## src/rtl/alu_uart_pkg.sv

```systemverilog
// Shared definitions for the UART ALU host: opcodes, FSM states and the bit-time helper.
package alu_uart_pkg;

   localparam logic [3:0] OP_ADD = 4'h0;
   localparam logic [3:0] OP_SUB = 4'h1;
   localparam logic [3:0] OP_AND = 4'h2;
   localparam logic [3:0] OP_OR  = 4'h3;
   localparam logic [3:0] OP_XOR = 4'h4;
   localparam logic [3:0] OP_SHL = 4'h5;
   localparam logic [3:0] OP_SHR = 4'h6;
   localparam logic [3:0] OP_ROL = 4'h7;
   localparam logic [3:0] OP_ROR = 4'h8;

   typedef enum logic [3:0] {
      ST_IDLE     = 4'd0,
      ST_TX_START = 4'd1,
      ST_TX_DATA  = 4'd2,
      ST_TX_STOP  = 4'd3,
      ST_RX_WAIT  = 4'd4,
      ST_RX_START = 4'd5,
      ST_RX_DATA  = 4'd6,
      ST_RX_STOP  = 4'd7,
      ST_RESP     = 4'd8
   } state_t;

   function automatic int clks_per_bit(input int clk_freq, input int baud);
      return clk_freq / baud;
   endfunction

endpackage

```

## src/rtl/uart_bit_timer.sv

```systemverilog
// Loadable bit-period down-counter shared by the transmit and receive paths;
// mid_tick marks the bit centre after a load, end_tick the last cycle of the bit.
module uart_bit_timer #(
   parameter int CLKS_PER_BIT = 5208
) (
   input  logic clk,
   input  logic rst,
   input  logic i_load,
   output logic o_mid_tick,
   output logic o_end_tick
);
   localparam int CNT_W = $clog2(CLKS_PER_BIT + 1);
   localparam logic [CNT_W-1:0] LOAD_VAL = CNT_W'(CLKS_PER_BIT - 1);
   localparam logic [CNT_W-1:0] MID_VAL  = CNT_W'(CLKS_PER_BIT - CLKS_PER_BIT / 2);

   logic [CNT_W-1:0] r_cnt;

   // Count down from the load value and park at zero.
   always_ff @(posedge clk or negedge rst) begin
      if (!rst) begin
         r_cnt <= {CNT_W{1'b0}};
      end else if (i_load) begin
         r_cnt <= LOAD_VAL;
      end else if (r_cnt != {CNT_W{1'b0}}) begin
         r_cnt <= r_cnt - CNT_W'(1);
      end else begin
         r_cnt <= r_cnt;
      end
   end

   assign o_mid_tick = (r_cnt == MID_VAL);
   assign o_end_tick = (r_cnt == {CNT_W{1'b0}});

endmodule

```

## src/rtl/alu_uart_host.sv

```systemverilog
// UART command initiator for the UART ALU: sends {op, A, B} as three 8N1 frames,
// then receives the one-byte result, flagging a response timeout or a bad stop bit.
module alu_uart_host
   import alu_uart_pkg::*;
#(
   parameter int CLK_FREQ     = 50_000_000,
   parameter int BAUD         = 9600,
   parameter int TIMEOUT_BITS = 40
) (
   input  logic       clk,
   input  logic       rst,
   input  logic       cmd_valid,
   output logic       cmd_ready,
   input  logic [3:0] cmd_op,
   input  logic [7:0] cmd_a,
   input  logic [7:0] cmd_b,
   output logic       rsp_valid,
   output logic [7:0] rsp_data,
   output logic       rsp_timeout,
   output logic       rsp_frame_err,
   output logic       busy,
   output logic       tx,
   input  logic       rx
);
   localparam int CPB       = clks_per_bit(CLK_FREQ, BAUD);
   localparam int TO_CYCLES = TIMEOUT_BITS * CPB;
   // Extra headroom: the counter keeps running through RX_START glitch checks.
   localparam int TO_W      = $clog2(TO_CYCLES + CPB + 1);
   localparam logic [TO_W-1:0] TO_LAST = TO_W'(TO_CYCLES - 1);

   state_t          r_state;
   state_t          w_state_next;
   logic            w_tmr_load;
   logic            w_mid_tick;
   logic            w_end_tick;
   logic            w_to_expired;
   logic [23:0]     r_cmd;
   logic [1:0]      r_byte_idx;
   logic [2:0]      r_bit_idx;
   logic [7:0]      r_rx_shift;
   logic            r_rx_meta;
   logic            r_rx_sync;
   logic [TO_W-1:0] r_to_cnt;
   logic            r_tx;
   logic            r_rsp_valid;
   logic [7:0]      r_rsp_data;
   logic            r_rsp_timeout;
   logic            r_rsp_frame_err;

   uart_bit_timer #(.CLKS_PER_BIT(CPB)) u_bit_timer (
      .clk        (clk),
      .rst        (rst),
      .i_load     (w_tmr_load),
      .o_mid_tick (w_mid_tick),
      .o_end_tick (w_end_tick)
   );

   assign w_to_expired = (r_to_cnt >= TO_LAST);

   // Next-state and bit-timer reload decisions.
   always_comb begin
      w_state_next = r_state;
      w_tmr_load   = 1'b0;
      case (r_state)
         ST_IDLE: begin
            if (cmd_valid) begin
               w_state_next = ST_TX_START;
               w_tmr_load   = 1'b1;
            end else begin
               w_state_next = ST_IDLE;
            end
         end
         ST_TX_START: begin
            if (w_end_tick) begin
               w_state_next = ST_TX_DATA;
               w_tmr_load   = 1'b1;
            end else begin
               w_state_next = r_state;
            end
         end
         ST_TX_DATA: begin
            if (w_end_tick) begin
               w_state_next = (r_bit_idx == 3'd7) ? ST_TX_STOP : ST_TX_DATA;
               w_tmr_load   = 1'b1;
            end else begin
               w_state_next = r_state;
            end
         end
         ST_TX_STOP: begin
            if (w_end_tick && (r_byte_idx == 2'd2)) begin
               w_state_next = ST_RX_WAIT;
            end else if (w_end_tick) begin
               w_state_next = ST_TX_START;
               w_tmr_load   = 1'b1;
            end else begin
               w_state_next = r_state;
            end
         end
         ST_RX_WAIT: begin
            if (!r_rx_sync) begin
               w_state_next = ST_RX_START;
               w_tmr_load   = 1'b1;
            end else if (w_to_expired) begin
               w_state_next = ST_RESP;
            end else begin
               w_state_next = r_state;
            end
         end
         ST_RX_START: begin
            if (w_mid_tick && r_rx_sync) begin
               w_state_next = ST_RX_WAIT;
            end else if (w_mid_tick) begin
               w_state_next = ST_RX_DATA;
               w_tmr_load   = 1'b1;
            end else begin
               w_state_next = r_state;
            end
         end
         ST_RX_DATA: begin
            if (w_end_tick) begin
               w_state_next = (r_bit_idx == 3'd7) ? ST_RX_STOP : ST_RX_DATA;
               w_tmr_load   = 1'b1;
            end else begin
               w_state_next = r_state;
            end
         end
         ST_RX_STOP: begin
            if (w_end_tick) begin
               w_state_next = ST_RESP;
            end else begin
               w_state_next = r_state;
            end
         end
         ST_RESP: begin
            w_state_next = ST_IDLE;
         end
         default: begin
            w_state_next = ST_IDLE;
         end
      endcase
   end

   // State register, rx synchronizer, shift registers, timeout counter and outputs.
   always_ff @(posedge clk or negedge rst) begin
      if (!rst) begin
         r_state         <= ST_IDLE;
         r_cmd           <= 24'h000000;
         r_byte_idx      <= 2'd0;
         r_bit_idx       <= 3'd0;
         r_rx_shift      <= 8'h00;
         r_rx_meta       <= 1'b1;
         r_rx_sync       <= 1'b1;
         r_to_cnt        <= {TO_W{1'b0}};
         r_tx            <= 1'b1;
         r_rsp_valid     <= 1'b0;
         r_rsp_data      <= 8'h00;
         r_rsp_timeout   <= 1'b0;
         r_rsp_frame_err <= 1'b0;
      end else begin
         r_state     <= w_state_next;
         r_rx_meta   <= rx;
         r_rx_sync   <= r_rx_meta;
         r_rsp_valid <= 1'b0;
         case (r_state)
            ST_IDLE: begin
               if (cmd_valid) begin
                  r_cmd           <= {cmd_b, cmd_a, 4'b0000, cmd_op};
                  r_byte_idx      <= 2'd0;
                  r_tx            <= 1'b0;
                  r_rsp_timeout   <= 1'b0;
                  r_rsp_frame_err <= 1'b0;
               end
            end
            ST_TX_START: begin
               if (w_end_tick) begin
                  r_tx      <= r_cmd[0];
                  r_bit_idx <= 3'd0;
               end
            end
            ST_TX_DATA: begin
               if (w_end_tick) begin
                  r_cmd     <= {1'b0, r_cmd[23:1]};
                  r_bit_idx <= r_bit_idx + 3'd1;
                  r_tx      <= (r_bit_idx == 3'd7) ? 1'b1 : r_cmd[1];
               end
            end
            ST_TX_STOP: begin
               if (w_end_tick) begin
                  r_to_cnt <= {TO_W{1'b0}};
                  if (r_byte_idx != 2'd2) begin
                     r_tx       <= 1'b0;
                     r_byte_idx <= r_byte_idx + 2'd1;
                  end
               end
            end
            ST_RX_WAIT: begin
               r_to_cnt <= r_to_cnt + TO_W'(1);
               if (r_rx_sync && w_to_expired) begin
                  r_rsp_valid   <= 1'b1;
                  r_rsp_timeout <= 1'b1;
                  r_rsp_data    <= 8'h00;
               end
            end
            ST_RX_START: begin
               r_to_cnt <= r_to_cnt + TO_W'(1);
               if (w_mid_tick) begin
                  r_bit_idx <= 3'd0;
               end
            end
            ST_RX_DATA: begin
               if (w_end_tick) begin
                  r_rx_shift <= {r_rx_sync, r_rx_shift[7:1]};
                  r_bit_idx  <= r_bit_idx + 3'd1;
               end
            end
            ST_RX_STOP: begin
               if (w_end_tick) begin
                  r_rsp_valid     <= 1'b1;
                  r_rsp_data      <= r_rx_shift;
                  r_rsp_frame_err <= ~r_rx_sync;
               end
            end
            default: begin
               r_tx <= 1'b1;
            end
         endcase
      end
   end

   assign cmd_ready     = (r_state == ST_IDLE);
   assign busy          = (r_state != ST_IDLE);
   assign tx            = r_tx;
   assign rsp_valid     = r_rsp_valid;
   assign rsp_data      = r_rsp_data;
   assign rsp_timeout   = r_rsp_timeout;
   assign rsp_frame_err = r_rsp_frame_err;

endmodule

```

## config.mk

```make
export PLATFORM = sky130hd
export DESIGN_NAME = alu_uart_host
export DESIGN_NICKNAME = d
export VERILOG_FILES = /design/src/rtl/alu_uart_pkg.sv /design/src/rtl/uart_bit_timer.sv /design/src/rtl/alu_uart_host.sv
export SDC_FILE = /design/constraint.sdc
export NUM_CORES = 1
export LEC_CHECK = 0
export CELL_PAD_IN_SITES_DETAIL_PLACEMENT = 2
export CELL_PAD_IN_SITES_GLOBAL_PLACEMENT = 2
export CORE_UTILIZATION = 40
export DETAILED_ROUTE_END_ITERATION = 10
export PLACE_DENSITY_LB_ADDON = 0.1
export SLEW_MARGIN = 15
export SYNTH_ARGS = -nofsm -noshare
export SYNTH_HDL_FRONTEND = slang
export SYNTH_SLANG_ARGS = --single-unit
```

## constraint.sdc

```tcl
create_clock -name clk -period 5.32 [get_ports clk]
set_input_delay 1.064 -clock clk [delete_from_list [all_inputs] [get_ports clk]]
set_output_delay 1.064 -clock clk [all_outputs]
set_load 0.005 [all_outputs]
```

## After elaboration in Yosys (flattened, before gate mapping)

Index checks and enable logic that the tools add are counted.

| operators by class | value |
|---|---|
| order comparisons | 1 |
| bitwise logic cells | 2 |
| multiplexer cells | 52 |
| $add $sub $neg | 4 |
| reductions and logical operators | 29 |
| equal/unequal tests | 24 |

Operators with widths:

| cell | number |
|---|---|
| 2-to-1 mux 24 bit | 2 |
| case mux 24 bit (2 select lines) | 1 |
| 2-to-1 mux 4 bit | 10 |
| case mux 18 bit (2 select lines) | 1 |
| case mux 4 bit (8 select lines) | 1 |
| 2-to-1 mux 13 bit | 2 |
| != test 2 bit, second input constant | 10 |
| adder 18 x 1 -> 18 bit, second input constant | 1 |
| greater-or-equal comparator 18 bit, second input constant | 1 |
| 2-to-1 mux 1 bit | 18 |
| 2-to-1 mux 18 bit | 1 |
| == test 4 x 3 -> 1 bit, second input constant | 4 |
| 2-to-1 mux 8 bit | 2 |
| case mux 8 bit (2 select lines) | 1 |
| nonzero test 2 bit | 7 |
| == test 13 x 12 -> 1 bit, second input constant | 1 |
| logical NOT 13 bit | 1 |
| nonzero test 13 bit | 1 |
| subtractor 13 x 1 -> 13 bit, second input constant | 1 |
| AND reduction 3 bit | 4 |
| case mux 1 bit (5 select lines) | 2 |
| 2-to-1 mux 3 bit | 3 |
| != test 3 bit, second input constant | 3 |
| case mux 3 bit (3 select lines) | 1 |
| 22 further kinds | 33 |

| storage, ports and cells | value |
|---|---|
| logic and storage cells | 126 |
| register bits | 86 |
| input port bits | 24 |
| output and inout port bits | 14 |

## Depth between registers and ports, before layout

Gate-level depths: netlist (run 1).

| logic depth | value |
|---|---|
| depth after elaboration | 5 |
| gate-level depth with buffers | 9 |
| depth with buffers taken out | 7 |

## Hierarchy

From an unflattened synthesis (run 1), not the netlist that was laid out.

| second synthesis, totals | value |
|---|---|
| cell total of the unflattened synthesis | 472 |
| area total of the unflattened synthesis | 4415.5 sq um |

By module, submodules not included:

| module | area each (sq um) | instances | cells each | sequential area each (sq um) |
|---|---|---|---|---|
| alu_uart_host | 3607.2 | 1 | 386 | 1830.5 |
| uart_bit_timer | 808.3 | 1 | 86 | 325.3 |

## Worst setup path before layout (run 1)

OpenSTA, ideal clock, no wires.

| timing path | value |
|---|---|
| path kind | reg2reg |
| start point | register u_bit_timer.r_cnt[0] |
| end point | register r_cmd[13] |
| path buffers | 2 |
| required time | 5194 ps |
| path slack | 3326 ps |
| setup time | 126 ps |
| clock period less this slack | 1994 ps |
| data arrival time | 1868 ps |
| stages on the path, launching flop included | 9 |
| path through | dfrtp_1 > inv_1 > ha_1 > nor2b_1 > nand4_2 > o41ai_2 > buf_2 > buf_2 > a21oi_1 |

| between the ends | value |
|---|---|
| word-level cells in the longest chain between the ends | 3 |

RTL lines:

| what | RTL line | text |
|---|---|---|
| from (decl) | uart_bit_timer.sv:16 | `logic [CNT_W-1:0] r_cnt;` |
| from (signal assigned) | uart_bit_timer.sv:21 | `r_cnt <= {CNT_W{1'b0}};` |
| from (signal assigned) | uart_bit_timer.sv:25 | `r_cnt <= r_cnt - CNT_W'(1);` |
| from (signal assigned) | uart_bit_timer.sv:27 | `r_cnt <= r_cnt;` |
| logical NOT 13 bit | uart_bit_timer.sv:32 | `assign o_end_tick = (r_cnt == {CNT_W{1'b0}});` |
| != test 2 bit (no source line) | - |  |
| AND reduction 3 bit (no source line) | - |  |
| to (signal assigned) | alu_uart_host.sv:167 | `r_cmd <= {cmd_b, cmd_a, 4'b0000, cmd_op};` |
| to (signal assigned) | alu_uart_host.sv:182 | `r_cmd <= {1'b0, r_cmd[23:1]};` |
| to (decl) | alu_uart_host.sv:37 | `logic [23:0] r_cmd;` |

Every way passes these cells.
A chain may end at the register's enable or synchronous reset.

## Worst setup path in the final report (run 1)

| timing path | value |
|---|---|
| start point | register r_state[3] |
| end point | output cmd_ready |

| between the ends | value |
|---|---|
| word-level cells in the longest chain between the ends | 1 |

RTL lines:

| what | RTL line | text |
|---|---|---|
| from (decl) | alu_uart_host.sv:31 | `state_t r_state;` |
| from (signal assigned) | alu_uart_host.sv:160 | `r_state <= w_state_next;` |
| logical NOT 4 bit | alu_uart_host.sv:230 | `assign cmd_ready = (r_state == ST_IDLE);` |
| to (decl) | alu_uart_host.sv:13 | `output logic cmd_ready,` |

Every way passes these cells.

==> results of run 1 <==
layer usage:
layer / vias up / global-route usage
met5: - / 0
met4: 0 / 0.0595
met3: 9 / 0.0686
met2: 42 / 0.397
met1: 1718 / 0.270
li1: 1596 / -
flip-flops by register name, summed over array words and instances, names as in the netlist:
register           flops
r_cmd                 24
r_to_cnt              18
u_bit_timer.r_cnt     13
r_rx_shift             8
rsp_data               8
r_state                4
r_bit_idx              3
r_byte_idx             2
r_rx_meta              1
r_rx_sync              1
rsp_frame_err          1
rsp_timeout            1
rsp_valid              1
tx                     1
final timing paths:
check	startpoint	to	slack, ns	depth (start not counted)
hold reg to reg	r_rx_meta	r_rx_sync	0.36	0
max in group asynchronous	rst	r_rx_shift[0]	3.65	2
min in group asynchronous	rst	u_bit_timer.r_cnt[9]	0.67	1
hold / removal	r_rx_meta	r_rx_sync	0.36	0
setup reg to reg	u_bit_timer.r_cnt[0]	r_rx_shift[2]	2.53	6
setup / recovery	r_state[3]	cmd_ready	2.25	4
per-stage QoR:
stage	setup WS, ns	cells	utilization	instance area (um2)	hold WS [ns]
6_report	2.25	608	0.477	4950	0.360
5_1_grt	2.08	608	0.477	4950	0.365
4_1_cts	2.23	608	0.477	4950	0.361
3_5_place_dp	2.50	592	0.460	4770	0.347
3_3_place_gp	2.62	592	0.460	4770	0.347
2_1_floorplan	3.33	437	-	4290	0.345
placed cells by master, fill, tap and decap left out, types with 12 or more instances in the layout:
master           synthesis  layout
a21oi_1                 27      27
o21ai_0                 27      27
clkdlybuf4s50_1          0      36
dfrtp_1                 83      83
mux2i_1                 21      21
inv_1                   12      12
xor2_1                  12      12
nand2_1                 46      46
nand3_1                 17      17
nor2_1                  52      52
power by group through the flow:
stage | combinational [mW] | sequential [mW] | clock (mW)
after floorplan | 0.0112 | 0.678 | 0
after CTS | 0.0470 | 0.667 | 0.450
after detailed placement | 0.0462 | 0.680 | 0
final | 0.0450 | 0.667 | 0.431
after global routing | 0.0509 | 0.668 | 0.469
after global placement | 0.0441 | 0.680 | 0
logic make-up after synthesis:
group,count (synthesis),synth area share
AOI/OAI and AO/OA,82,0.115
xor gates and xnor gates,20,0.0409
adders and majority gates,6,0.0175
buffers and inverters,33,0.0318
DFF,86,0.503
muxes,31,0.0753
and+or+nand+nor,179,0.217
area by class of cell:
cell class | instances | area share
Inverter | 12 | 0.00910
Clock buffer | 10 | 0.0258
Timing Repair Buffer | 40 | 0.0789
Sequential cell | 86 | 0.436
Clock inverter | 6 | 0.00936
Tap cell | 136 | 0.0344
Multi-Input combinational cell | 318 | 0.407
worst max-delay path, cell delays in order, from the launching register on:
cell,delay [ns]
dfrtp_1,0.61
nor2_1,0.28
nand2_1,0.09
inv_1,0.12
clkdlybuf4s50_1,0.52
==> run metrics, run 1 <==
post-synthesis sequential area ratio 0.503; htree depth 3; Post-synth EDFFs 0; routed vias/inst 5.53; Tmin final 3.07 ns; Syn Nets 467; ys async rst share 1.00; DR iter-0 viols 102; M1 WL 5050 um; Final nets slightly below 500; Worst Tran Pin Value 0.874 ns; leading area contributor after synthesis dfrtp_1; Worst slew margin 0.415; RSZ-0062 raised after global routing no; Main synth FF type dfrtp_1; Netlist cell types 53; first-pass GRT wire length ~19000 um; area delta synth->final 15.4%; RD Place Congestion 0.745; Synth warnings 0; #FFs+latches synth 86; vias in the first global route roughly 3.8k; worst path arrival time 2.00 ns; clock power share 0.377; CTS tree built; fraction of layout instances using a drive strength above 1 0.0953; Clock Skews roughly 0.017 ns; initial antenna violation count 0; synth top area cells dfrtp_1 (48%), mux2i_1 (4.9%), nor2_1 (4.6%); Crit path required time 4.26 ns; Ports 38; row cnt 37; Fmax 0.326 GHz; Tcrit/Tclk final 0.576; status completed; aggregate routed wire length 11400 um; Comb power frac 0.039; worst hold path type reg -> reg; max-slew violations 0; Inserted Clock Buffers 9; core area just over 0.01 mm2; clk root buf clkbuf_8; post-synthesis cell count 437; Clock Sinks 86; critical-path maximum fanout 17; hold_buf cts 0; GR Overflow Total 0; Switching Share 0.252; largest vdd supply drop 0.186 mV; Max-Cap Viols 0; IO buf count 37; FILL cells 1133; footprint of the multi-input gates 0.00201 mm2; kind of end point of the critical path primary output; type of the worst setup path reg -> out; DRT Pass-1 Iters 4; syn avg cell area between 9 and 10 um2; top layer in use met4; Synth top area share 0.484; Hold Fails Final Rpt 0; CTS clk-pin slew, worst paths 0.09 ns; sequential power share 0.583; Final ANT Viol Nets 0; CTS resizes 0; ANT cells 0; post-route DRC violation count 0; Switch Pwr 288 uW; Total Power about 1.1 mW; Setup Buffers After CTS 0; setup TNS 0 ns; hpwl dp 7850 um; PD cells 231 mW/mm2; wire length on met2 5860 um; Overall Global Routing Usage 0.227; final setup vio count 0; Chip Width 106 um; via count 3365; count leader, synth dfrtp_1; Storage cell area 0.00216 mm2; Lkg Pwr 2.04 nW; Initial Utilization 0.413; full die area 0.0111 mm2; post-synth design cell area ~0.0043 mm2; Critical Path Start Type flop; largest net degree at the start of global routing 47; Avg WL per Cell 18.7 um; chip height between 100 and 150 um; clock buffer depth 2; met3 WL roughly 340 um; Post-synth top cells dfrtp_1 (83), nor2_1 (52), nand2_1 (46); Skew-Pair Late Insertion Delay 0.38 ns; internal power 856 uW
No activity file was read; power rests on OpenSTA's default activity.
==> run 2: changes to the inputs <==
CORE_UTILIZATION = 33   (was 40)
clock period = 2.52 ns   (was 5.32 ns; I/O delays follow)
==> run 2 against run 1 <==
Compared with the run above: clock power grew to 3.0 times the previous value; total power grew 140%; count of clock-buffer cells in the layout grew 1; register-to-register slack lost 2.3 ns; routed wire length grew 0.39%; combinational power grew 120%; first-iteration DRC count grew 29%; setup slack lost 2.1 ns; sequential power grew 110%; via count grew 2.3%; clock skew shrank 0.0077 ns; sequential share of layout area shrank 2.5 points; critical endpoint unchanged; largest power group unchanged; highest routed layer unchanged.
==> run metrics, run 2 (synthesis results as in run 1) <==
status completed; fraction of layout instances using a drive strength above 1 0.126 (+0.0302); worst hold path type in -> async; CTS clk-pin slew, worst paths 0.06 ns (-0.03 ns); max FFs per register 24 (unchanged); DRT Pass-1 Iters 4 (unchanged); RD Place Congestion 0.765 (+2.6%); WP buf/inv 2 (unchanged); aggregate routed wire length 11400 um (+0.39%); area delta synth->final 22.4%; hpwl dp 8160 um (+4.0%); GR Overflow Total 0 (unchanged); post-route DRC violation count 0 (unchanged); DP Worst Slack 0.105 ns (-2.40 ns); clk root buf clkbuf_16; type of the worst setup path reg -> out; setup TNS 0 ns (unchanged); most common cell after layout, fill and taps aside dfrtp_1; CTS tree built; Worst Tran Pin Value 0.698 ns (-0.177 ns); Setup Buffers After CTS 0 (unchanged); FILL cells 1382 (+22%); row cnt 41 (+11%); max-slew violations 0 (unchanged); fin util 0.416 (-0.0613); initial antenna violation count 0 (unchanged); kind of end point of the critical path primary output; first-pass GRT wire length 19200 um (-1.1%); worst path arrival time 1.87 ns (-0.13 ns); Chip Width 116 um (+9.9%); Fmax 0.421 GHz; chip height 116 um (+9.9%); Inserted Clock Buffers 9 (unchanged); RSZ-0062 raised after global routing no; hold_buf cts 0 (unchanged); Avg WL per Cell 17.4 um (-7.2%); IO buf count 37 (unchanged); Max-Cap Viols 0 (unchanged); Hold Fails Final Rpt 0 (unchanged); placed cell areas 0.00495 mm2 (+3.7%); Final nets 511 (+2.8%); Critical Path Start Type flop; final setup vio count 0 (unchanged); vias in the first global route 3783 (-1.3%); Tcrit/Tclk final 0.944; ANT cells 0 (unchanged); critical-path maximum fanout 11 (-6); Initial Utilization 0.340 (-0.0737); largest net degree at the start of global routing 42 (-11%); Tmin final around 2.4 ns; biggest regs r_cmd x24, r_to_cnt x18, u_bit_timer.r_cnt x13; final instance area 0.00525 mm2 (+6.1%); Crit path required time 2.02 ns (-2.24 ns); Skew-Pair Late Insertion Delay 0.35 ns (-0.03 ns); Cell Chain, Critical Path nor2_1, nand2_1, inv_1, clkdlybuf4s50_1; Worst slew margin 0.531 (+0.116); most frequent cells in the layout dfrtp_1 (82), nor2_1 (52), nand2_1 (46), clkdlybuf4s50_1 (36); Clock Skews 0.00939 ns (-0.00770 ns); largest vdd supply drop 0.279 mV (+50%); htree depth 3 (unchanged); slowest stage delay, CP 0.51 ns (-0.10 ns); via count 3443 (+2.3%); CP delay by family, top buffers and inverters; Ports 38 (unchanged); core area 0.0126 mm2 (+22%); clock buffer depth 2 (unchanged); Final ANT Viol Nets 0 (unchanged); PD cells 534 mW/mm2 (+130%); Lkg Pwr 2.18 nW (+6.8%); full die area 0.0135 mm2 (+21%); footprint of the multi-input gates 0.00202 mm2 (+0.56%); worst setup margin 0.142 ns (-2.11 ns); Overall Global Routing Usage 0.188 (-0.0388); Clock Sinks 86 (unchanged); Most flops, register r_cmd; worst hold slack 0.151 ns (-0.209 ns); routed vias/inst 5.23 (-5.5%); Storage cell area 0.00216 mm2 (about the same); CP max-delay cell clkdlybuf4s50_1; DR iter-0 viols 132 (+29%)
-- run 2: final timing paths --
kind	from	to	slack [ns]	depth (start not counted)
max	r_state[0]	cmd_ready	0.14	4
min in group clk	r_rx_meta	r_rx_sync	0.36	0
max in group asynchronous	rst	tx	1.73	2
min	rst	u_bit_timer.r_cnt[11]	0.15	1
min reg2reg	r_rx_meta	r_rx_sync	0.36	0
max reg2reg	u_bit_timer.r_cnt[0]	r_bit_idx[0]	0.19	8
-- run 2: power breakdown --
group | switching (mW) | internal (mW)
combinational | 0.0480 | 0.0489
clock | 0.587 | 0.706
sequential | 0.0108 | 1.40
total | 0.646 | 2.15
-- run 2: metrics by stage --
| stage | total power [mW] | cells |
|---|---|---|
| final | 2.80 | 658 |
| after CTS | 2.86 | 658 |
| after global routing | 2.92 | 658 |
| after global placement | 1.53 | 642 |
| after detailed placement | 1.54 | 642 |
| after floorplan | 1.46 | 437 |
-- run 2: final cells by class --
| class | count | area share |
|---|---|---|
| timing repair buffer | 54 | 0.0992 |
| clock buffer | 11 | 0.0463 |
| inverter | 12 | 0.00858 |
| clock inverter | 5 | 0.00835 |
| tap | 172 | 0.0410 |
| sequential | 86 | 0.411 |
| multi-input combinational | 318 | 0.386 |
-- run 2: what timing repair did --
action | CTS | global route
hold endpoints to repair | 0 | 0
gates resized for setup | 0 | 3
endpoints found under the setup margin | 0 | 11
-- run 2: layer usage --
layer,track usage,part of all wire
met5,0,0
met2,0.326,0.51
met1,0.231,0.45
met4,0.0453,0.010
met3,0.0502,0.030
==> run 3: changes to the inputs <==
CTS_CLUSTER_DIAMETER = 200   (was unset)
==> results of run 3 <==
Same layout as run 2: the final DEF is identical, and so are final timing and power.
